===== config.mk =====
export PLATFORM = sky130hd
export DESIGN_NAME = filtro_mac
export DESIGN_NICKNAME = d
export VERILOG_FILES = /design/src/rtl/filtro_mac_pkg.sv /design/src/rtl/filtro_sat_rnd.sv /design/src/rtl/filtro_mac.sv
export SDC_FILE = /design/constraint.sdc
export NUM_CORES = 2
export LEC_CHECK = 0
export ABC_AREA = 1
export BUFFER_PORTS_ARGS = -buffer_cell sky130_fd_sc_hd__buf_2
export CORE_ASPECT_RATIO = 1.25
export CORE_MARGIN = 10
export CORE_UTILIZATION = 59
export CTS_BUF_LIST = sky130_fd_sc_hd__clkbuf_2
export DETAILED_ROUTE_END_ITERATION = 6
export GPL_TIMING_DRIVEN = 0
export PLACE_DENSITY = 0.83
export SLEW_MARGIN = 20
export SYNTH_ARGS = -nofsm -noshare
export SYNTH_HDL_FRONTEND = slang
export SYNTH_SLANG_ARGS = --single-unit

===== constraint.sdc =====
create_clock -name clk -period 8.3 [get_ports clk]
set_clock_uncertainty 0.2 [all_clocks]
set_input_delay 0.415 -clock clk [delete_from_list [all_inputs] [get_ports clk]]
set_output_delay 0.415 -clock clk [all_outputs]
set_load 0.05 [all_outputs]

===== src/rtl/filtro_mac_pkg.sv =====
// Shared definitions for the FILTRO MAC stage: FSM encodings and width helpers.
package filtro_mac_pkg;

  // 3-bit FSM encodings
  localparam logic [2:0] S_IDLE = 3'd0;
  localparam logic [2:0] S_LEER = 3'd1;
  localparam logic [2:0] S_MAC0 = 3'd2;
  localparam logic [2:0] S_MAC1 = 3'd3;
  localparam logic [2:0] S_MAC2 = 3'd4;
  localparam logic [2:0] S_RND  = 3'd5;
  localparam logic [2:0] S_DESP = 3'd6;

  // Accumulator width: full product plus two guard bits for the three-term sum
  function automatic int acc_width(input int cant_bits);
    return 2 * cant_bits + 2;
  endfunction

endpackage


===== src/rtl/filtro_sat_rnd.sv =====
// Combinational round-half-up and saturation from accumulator to output Q format.
module filtro_sat_rnd
  import filtro_mac_pkg::*;
#(
  parameter int cant_bits = 25,
  parameter int frac_bits = 16,
  parameter int acc_w     = acc_width(cant_bits)
) (
  input  logic signed [acc_w-1:0]     acc,
  output logic        [cant_bits-1:0] y,
  output logic                        sat
);

  // Half an LSB of the output, in accumulator units
  localparam logic signed [acc_w-1:0] RND_K =
    {{(acc_w-1){1'b0}}, 1'b1} << (frac_bits - 1);
  localparam logic signed [acc_w-1:0] Y_MAX =
    {{(acc_w-cant_bits+1){1'b0}}, {(cant_bits-1){1'b1}}};
  localparam logic signed [acc_w-1:0] Y_MIN =
    {{(acc_w-cant_bits+1){1'b1}}, {(cant_bits-1){1'b0}}};

  logic signed [acc_w-1:0] sum;
  logic signed [acc_w-1:0] r;

  // Round, arithmetic shift down to output scale, then clip to the output range
  always_comb begin
    sum = acc + RND_K;
    r   = sum >>> frac_bits;
    y   = r[cant_bits-1:0];
    sat = 1'b0;
    if (r > Y_MAX) begin
      y   = Y_MAX[cant_bits-1:0];
      sat = 1'b1;
    end else if (r < Y_MIN) begin
      y   = Y_MIN[cant_bits-1:0];
      sat = 1'b1;
    end
  end

endmodule


===== src/rtl/filtro_mac.sv =====
// FILTRO 2nd-order FIR stage: one shared multiplier over three cycles, then round/saturate.
//
//  state | meaning
//  IDLE  | waiting for start
//  LEER  | leer=1, memory captures new x0 on the closing edge
//  MAC0  | acc = b0*x0
//  MAC1  | acc += b1*x1
//  MAC2  | acc += b2*x2
//  RND   | y/sat registered from rounded, saturated acc
//  DESP  | desp=1, y_valid=1, memory shifts taps
module filtro_mac
  import filtro_mac_pkg::*;
#(
  parameter int cant_bits = 25,
  parameter int frac_bits = 16
) (
  input  logic                 clk,
  input  logic                 rst_n,
  input  logic                 start,
  input  logic [cant_bits-1:0] b0,
  input  logic [cant_bits-1:0] b1,
  input  logic [cant_bits-1:0] b2,
  input  logic [cant_bits-1:0] x0,
  input  logic [cant_bits-1:0] x1,
  input  logic [cant_bits-1:0] x2,
  output logic                 leer,
  output logic                 desp,
  output logic [cant_bits-1:0] y,
  output logic                 y_valid,
  output logic                 sat,
  output logic                 busy
);

  localparam int ACC_W = acc_width(cant_bits);
  localparam int PRD_W = 2 * cant_bits;

  logic [2:0]               state, state_n;
  logic signed [ACC_W-1:0]  acc;
  logic signed [cant_bits-1:0] op_b, op_x;
  logic signed [PRD_W-1:0]  prod;
  logic signed [ACC_W-1:0]  prod_ext;
  logic [cant_bits-1:0]     y_n;
  logic                     sat_n;

  // Next-state decode: linear sequence, start only honoured in IDLE
  always_comb begin
    state_n = state;
    case (state)
      S_IDLE:  if (start) state_n = S_LEER;
      S_LEER:  state_n = S_MAC0;
      S_MAC0:  state_n = S_MAC1;
      S_MAC1:  state_n = S_MAC2;
      S_MAC2:  state_n = S_RND;
      S_RND:   state_n = S_DESP;
      S_DESP:  state_n = S_IDLE;
      default: state_n = S_IDLE;
    endcase
  end

  // State register
  always_ff @(posedge clk or negedge rst_n) begin
    if (!rst_n) state <= S_IDLE;
    else        state <= state_n;
  end

  // Operand mux feeding the single shared multiplier
  always_comb begin
    op_b = '0;
    op_x = '0;
    case (state)
      S_MAC0: begin op_b = signed'(b0); op_x = signed'(x0); end
      S_MAC1: begin op_b = signed'(b1); op_x = signed'(x1); end
      S_MAC2: begin op_b = signed'(b2); op_x = signed'(x2); end
      default: ;
    endcase
  end

  assign prod     = op_b * op_x;
  assign prod_ext = {{(ACC_W-PRD_W){prod[PRD_W-1]}}, prod};

  // Accumulator: load on the first tap, add on the next two
  always_ff @(posedge clk or negedge rst_n) begin
    if (!rst_n)                                  acc <= '0;
    else if (state == S_MAC0)                    acc <= prod_ext;
    else if (state == S_MAC1 || state == S_MAC2) acc <= acc + prod_ext;
  end

  filtro_sat_rnd #(
    .cant_bits (cant_bits),
    .frac_bits (frac_bits),
    .acc_w     (ACC_W)
  ) u_sat_rnd (
    .acc (acc),
    .y   (y_n),
    .sat (sat_n)
  );

  // Result register, updated only at the end of RND and held otherwise
  always_ff @(posedge clk or negedge rst_n) begin
    if (!rst_n) begin
      y   <= '0;
      sat <= 1'b0;
    end else if (state == S_RND) begin
      y   <= y_n;
      sat <= sat_n;
    end
  end

  assign leer    = (state == S_LEER);
  assign desp    = (state == S_DESP);
  assign y_valid = (state == S_DESP);
  assign busy    = (state != S_IDLE);

endmodule


# After elaboration in Yosys (flattened, before gate mapping)
# Cells that the tools add are included.
op_classes:
  n_shift: 0
  magnitude_cmp: 2
  n_mux: 10
  n_eq_ne: 7
  div: 0
  multipliers: 1
  n_reduce_logical: 4
  addsub: 2
  bitwise: 0
ops:
  columns: ["operator", "n"]
  rows:
  - ["25-bit one-hot mux with 3 select lines", 2]
  - ["52-bit 2-to-1 mux", 2]
  - ["52-bit by 17-bit adder with 52-bit output, second input constant", 1]
  - ["52-bit by 50-bit adder with 52-bit output", 1]
  - ["25-bit by 25-bit multiplier with 50-bit output", 1]
  - ["25-bit 2-to-1 mux", 2]
  - ["36-bit by 25-bit greater-than comparator with 1-bit output, second input constant", 1]
  - ["36-bit by 25-bit less-than comparator with 1-bit output, second input constant", 1]
  - ["3-bit one-hot mux with 6 select lines", 1]
  - ["3-bit equality test, second input constant", 3]
  - ["3-bit by 2-bit equality test with 1-bit output, second input constant", 2]
  - ["3-bit by 1-bit equality test with 1-bit output, second input constant", 1]
  - ["3-bit logical NOT", 1]
  - ["3-bit 2-to-1 mux", 1]
  - ["3-bit nonzero test", 1]
  - ["1-bit 2-to-1 mux", 2]
  - ["2-bit inequality test, second input constant", 1]
  - ["2-bit nonzero test", 1]
  - ["1-bit logical OR", 1]
word_totals:
  ff_bits: 81
  latch_bits: 0
  n_memories: 0
  elab_cells: 30
  rom_bits: 0
  ramBits: 0
  inputBits: 153

# Depth between registers and ports, before layout
depth:
  depth_word: 6
  ltp_mapped: 54
  ltp_nobuf: 52

# Modules after synthesis
# A second synthesis with hierarchy kept.
unflattened:
  cells_unflattened: 4910
  area_unflattened_um2: 34574.4
by_module_without_submodules:
  columns: ["mod", "area_each_um2", "instances", "cells_each"]
  rows:
  - ["filtro_mac", 33205.6, 1, 4621]
  - ["filtro_sat_rnd", 1368.8, 1, 289]

# Least setup slack after synthesis
# Ideal clock, no wire load.
synth_path:
  path_kind: "reg2reg"
  start: "register state[2]"
  end: "register acc[49]"
  required_ps: 7983
  setup_slack_ps: -623
  path_stages_with_launch: 43
  arrival_time_ps: 8606
  path_cell_list: "dfrtp_1 -> clkbuf_1 -> nor3_2 -> clkbuf_1 -> nand2_1 -> nand3_1 -> clkbuf_1 -> nand2_1 -> inv_1 -> fa_1 -> fa_1 -> inv_1 -> fa_1 -> inv_1 -> fa_1 -> fa_1 -> inv_1 -> fa_1 -> [7 not listed] -> nand2_1 -> nand3_1 -> nand2_1 -> and2_1 -> ha_1 -> nand2_1 -> nor2_1 -> nand2_1 -> inv_1 -> nand2_1 -> nor3_1 -> nand2_1 -> nand3_1 -> nand2_1 -> nand3_1 -> nand2_1 -> nand2_1 -> nand2_1"
synth_between:
  elab_chain_cells: 6
  elab_cells_between_ends: 11
  cone_classes: "add/sub: 1; mul: 1; eq/ne: 3; mux: 4; reduce/logical: 2"
synth_lines:
  columns: ["item", "line_no", "rtl"]
  rows:
  - ["start, declared", "filtro_mac.sv:37", "logic [2:0] state, state_n;"]
  - ["start signal, assigned", "filtro_mac.sv:63", "else state <= state_n;"]
  - ["3-bit equality test, or another cell as far along", "filtro_mac.sv:70, filtro_mac.sv:85", null]
  - ["25-bit one-hot mux with 3 select lines", "filtro_mac.sv:70", "case (state)"]
  - ["25-bit by 25-bit multiplier with 50-bit output", "filtro_mac.sv:78", "assign prod = op_b * op_x;"]
  - ["52-bit by 50-bit adder with 52-bit output", "filtro_mac.sv:85", "else if (state == S_MAC1 || state == S_MAC2) acc <= acc + prod_ext;"]
  - ["52-bit 2-to-1 mux", "filtro_mac.sv:85", null]
  - ["52-bit 2-to-1 mux", "filtro_mac.sv:84", "else if (state == S_MAC0) acc <= prod_ext;"]
  - ["end signal, assigned", "filtro_mac.sv:84", null]
  - ["end signal, assigned", "filtro_mac.sv:85", null]
  - ["end, declared", "filtro_mac.sv:38", "logic signed [ACC_W-1:0] acc;"]
# Parallel ways exist; a longest one is shown, timed or not. The select of a mux whose other input is x is not followed.
# A chain may end at the register's enable or synchronous reset.

# Worst setup path in the final report
layout_path:
  start: "register state[1]"
  end: "register acc[44]"
# The elaborated chain is that of the path after synthesis.

==> impl_metrics.ini <==
[clocking]
h-tree-depth = 3
cts_num_sinks = 81
clk_pin_slew_ns = 0.32
cts_buffers = 9
clk_latency_ns = 0.69
clockRootBuffer = clkbuf_2
cts_buffer_depth = 2
cts_tree = built

[final_layout]
multi_input_area_um2 = 30900
layout_common_cells = 1355 x nand2_1, 1214 x inv_1, 625 x fa_1, 213 x buf_4, 192 x nor2_1
final_nets = 6356
final_common_cell = nand2_1
area_delta_synth_final_pct = 28.9
nFillCells = 4000
post-route-util_pct = 76.8
ff_latch_area_um2 = 2030
drive_gt1_share_pct = 23.8

[logic_synthesis]
avgSynthCellArea_um2 = 6.98
ys_seq_area_share_pct = 5.92
synth_fp_nets = 5914
ys_seq_elements = 81
synthCells = 4902
yosysUniqueCellTypes = 40
synthArstFlopShare_pct = 100
synth-edff-count = 0
synth_area_um2 = 34200
ys.flop_type = dfrtp_1
ys_warn_count = 0

[drt]
viasPerCell = 5.96
vias = 36400
final_antenna_net_count = 0
drc = 31
wl_per_cell_um = 26.4
drt_wl_total_um = 161000
drtIter0Drc = 4330
dr.pass1.iters = 7

[setup_path]
critPathSlowestCell = fa_2
crit_required_ns = 8.75
r2r_cells = 41
arrival_ns = 10.04
path_class = reg2reg
r2r-end = acc[44]
path_max_fanout = 8
critPathLaunch = state[1]
rrSetupSlack_ns = -1.30
critPathLaunchType = register
critPathMaxStageDelay_ns = 0.59
regToRegStartpoint = state[1]
endpoint = acc[44]
worstSetupEndpointType = register

[global_route]
grt_pass1_vias = 38500
grtUsageTotal_pct = 46.9
grt-ovfl-total = 0
grt_max_degree = 53
grt_pass1_wl_um = 236000
antenna_found_initial = 5

[outcome]
failed_checks = DRC, setup timing
outcome = complete, but fails checks

[place]
gp_congestion = 1.07
io_buffers = 182
dpl.hpwl_um = 118000

[sta]
setup_viol = 40
hold_slack_ns = 0.342
clock.fmax_mhz = 104
hold_viol = 0
rsz0062_at_grt = yes
min_period_ns = 9.60
maxSlewViolCount = 0
fin_ws_ns = -1.30
slew-limit-headroom_pct = 16.2
tns_ns = -35.07
worst_pin_slew_ns = 1.24
fin_crit_sh_pct = 116

[worst_hold_path]
hp-start = acc[5]
min_path_type = reg2reg

[die]
rows = 98
num_io_pins = 183
initial_core_util_pct = 59.6
dieArea_um2 = 68100
die-height_um = 289
die_w_um = 235
core-area_um2 = 57400

[run]
maxCapViolCount = 0
[synth_stat cells, types with 4 or more instances]
| library cell | count | area (µm²) |
|---|---|---|
| a31oi_1 | 10 | 62.6 |
| a21boi_0 | 11 | 82.6 |
| o21a_1 | 7 | 52.6 |
| nor2_1 | 312 | 1170 |
| clkbuf_1 | 128 | 480 |
| and2_1 | 16 | 100 |
| xor2_1 | 47 | 412 |
| nor3_1 | 20 | 100 |
| o21bai_1 | 33 | 248 |
| inv_2 | 4 | 15.0 |
| nor2_2 | 6 | 37.5 |
| dfrtp_1 | 81 | 2030 |
| fa_1 | 659 | 13200 |
| ha_1 | 200 | 2500 |
| nor2_4 | 4 | 45.0 |
| or2_2 | 30 | 188 |
| nand4_1 | 41 | 257 |
| a21oi_1 | 161 | 806 |
| nand3_1 | 213 | 1070 |
| xnor2_1 | 21 | 184 |
| nand2_1 | 1499 | 5630 |
| inv_1 | 1257 | 4720 |
| a21o_1 | 7 | 52.6 |
| buf_2 | 10 | 50.1 |
| o21ai_0 | 86 | 430 |
| nand3b_1 | 11 | 82.6 |
| buf_6 | 4 | 45.0 |
[critical path: cells and delay by family (launching register included)]
kind	cells	cell delay (ns)
AND/OR/NAND/NOR	21	3.24
flip-flops	1	0.50
buffers and inverters	11	1.39
adder cells (fa/ha/maj)	9	4.17
[layout make-up]
class | count | share of cell area, %
Buffer | 144 | 4.80
Multi-Input combinational cell | 3415 | 70.1
Antenna cell | 4 | 0.0227
Tap cell | 750 | 2.13
Timing Repair Buffer | 432 | 7.22
Inverter | 1261 | 10.8
Clock inverter | 7 | 0.179
Clock buffer | 9 | 0.102
Sequential cell | 81 | 4.61
[through the flow]
stage / cells / setup slack, ns / area, µm²
2_1_floorplan: 4902 / -0.00820 / 34600
3_3_place_gp: 5834 / -3.63 / 36500
3_5_place_dp: 5835 / -3.58 / 36500
4_1_cts: 6077 / -0.734 / 43500
5_1_grt: 6101 / -1.43 / 44100
6_report: 6103 / -1.30 / 44100
[registers in the layout, summed over array words and instances (netlist names)]
name   count
sat        1
state      3
acc       52
y         25
[what timing repair did]
action / 4_1_cts / 5_1_grt
resized for setup: 1129 / 106
hold buffers: 4 / 0
cloned: 7 / 0
endpoints found under the hold margin: 82 / 0
setup endpoints to repair: 43 / 42
setup buffers: 216 / 22
pin swaps: 197 / 44
[cells by family after synthesis]
family / synth area share [%]
buf+inv: 15.6
flops: 5.92
simple gates: 25.6
compound gates: 5.32
fa+ha+maj: 45.9
xor+xnor: 1.74
[worst min path at each step]
stage               endpoint  slack [ns]  cells after the start
finish                acc[5]        0.34                      2
global route          acc[5]        0.36                      2
CTS                   acc[0]        0.29                      7
detailed placement     y[24]        0.18                      1
global placement        y[0]        0.26                      2
floorplan             acc[0]       -0.08                      0
[metal layers]
layer  GRT usage [%]  vias to the layer above  share of wire (%)
met5               0                        -              0.015
met4            45.7                        4                 13
met3            13.2                     1114                 12
met2            76.3                     2759                 45
met1            48.2                    17300                 30
li1                -                    15200                  -
Power is left out: the tool's default activity adds up to more than one toggle a clock period on the data nets, which glitch-free logic cannot reach.
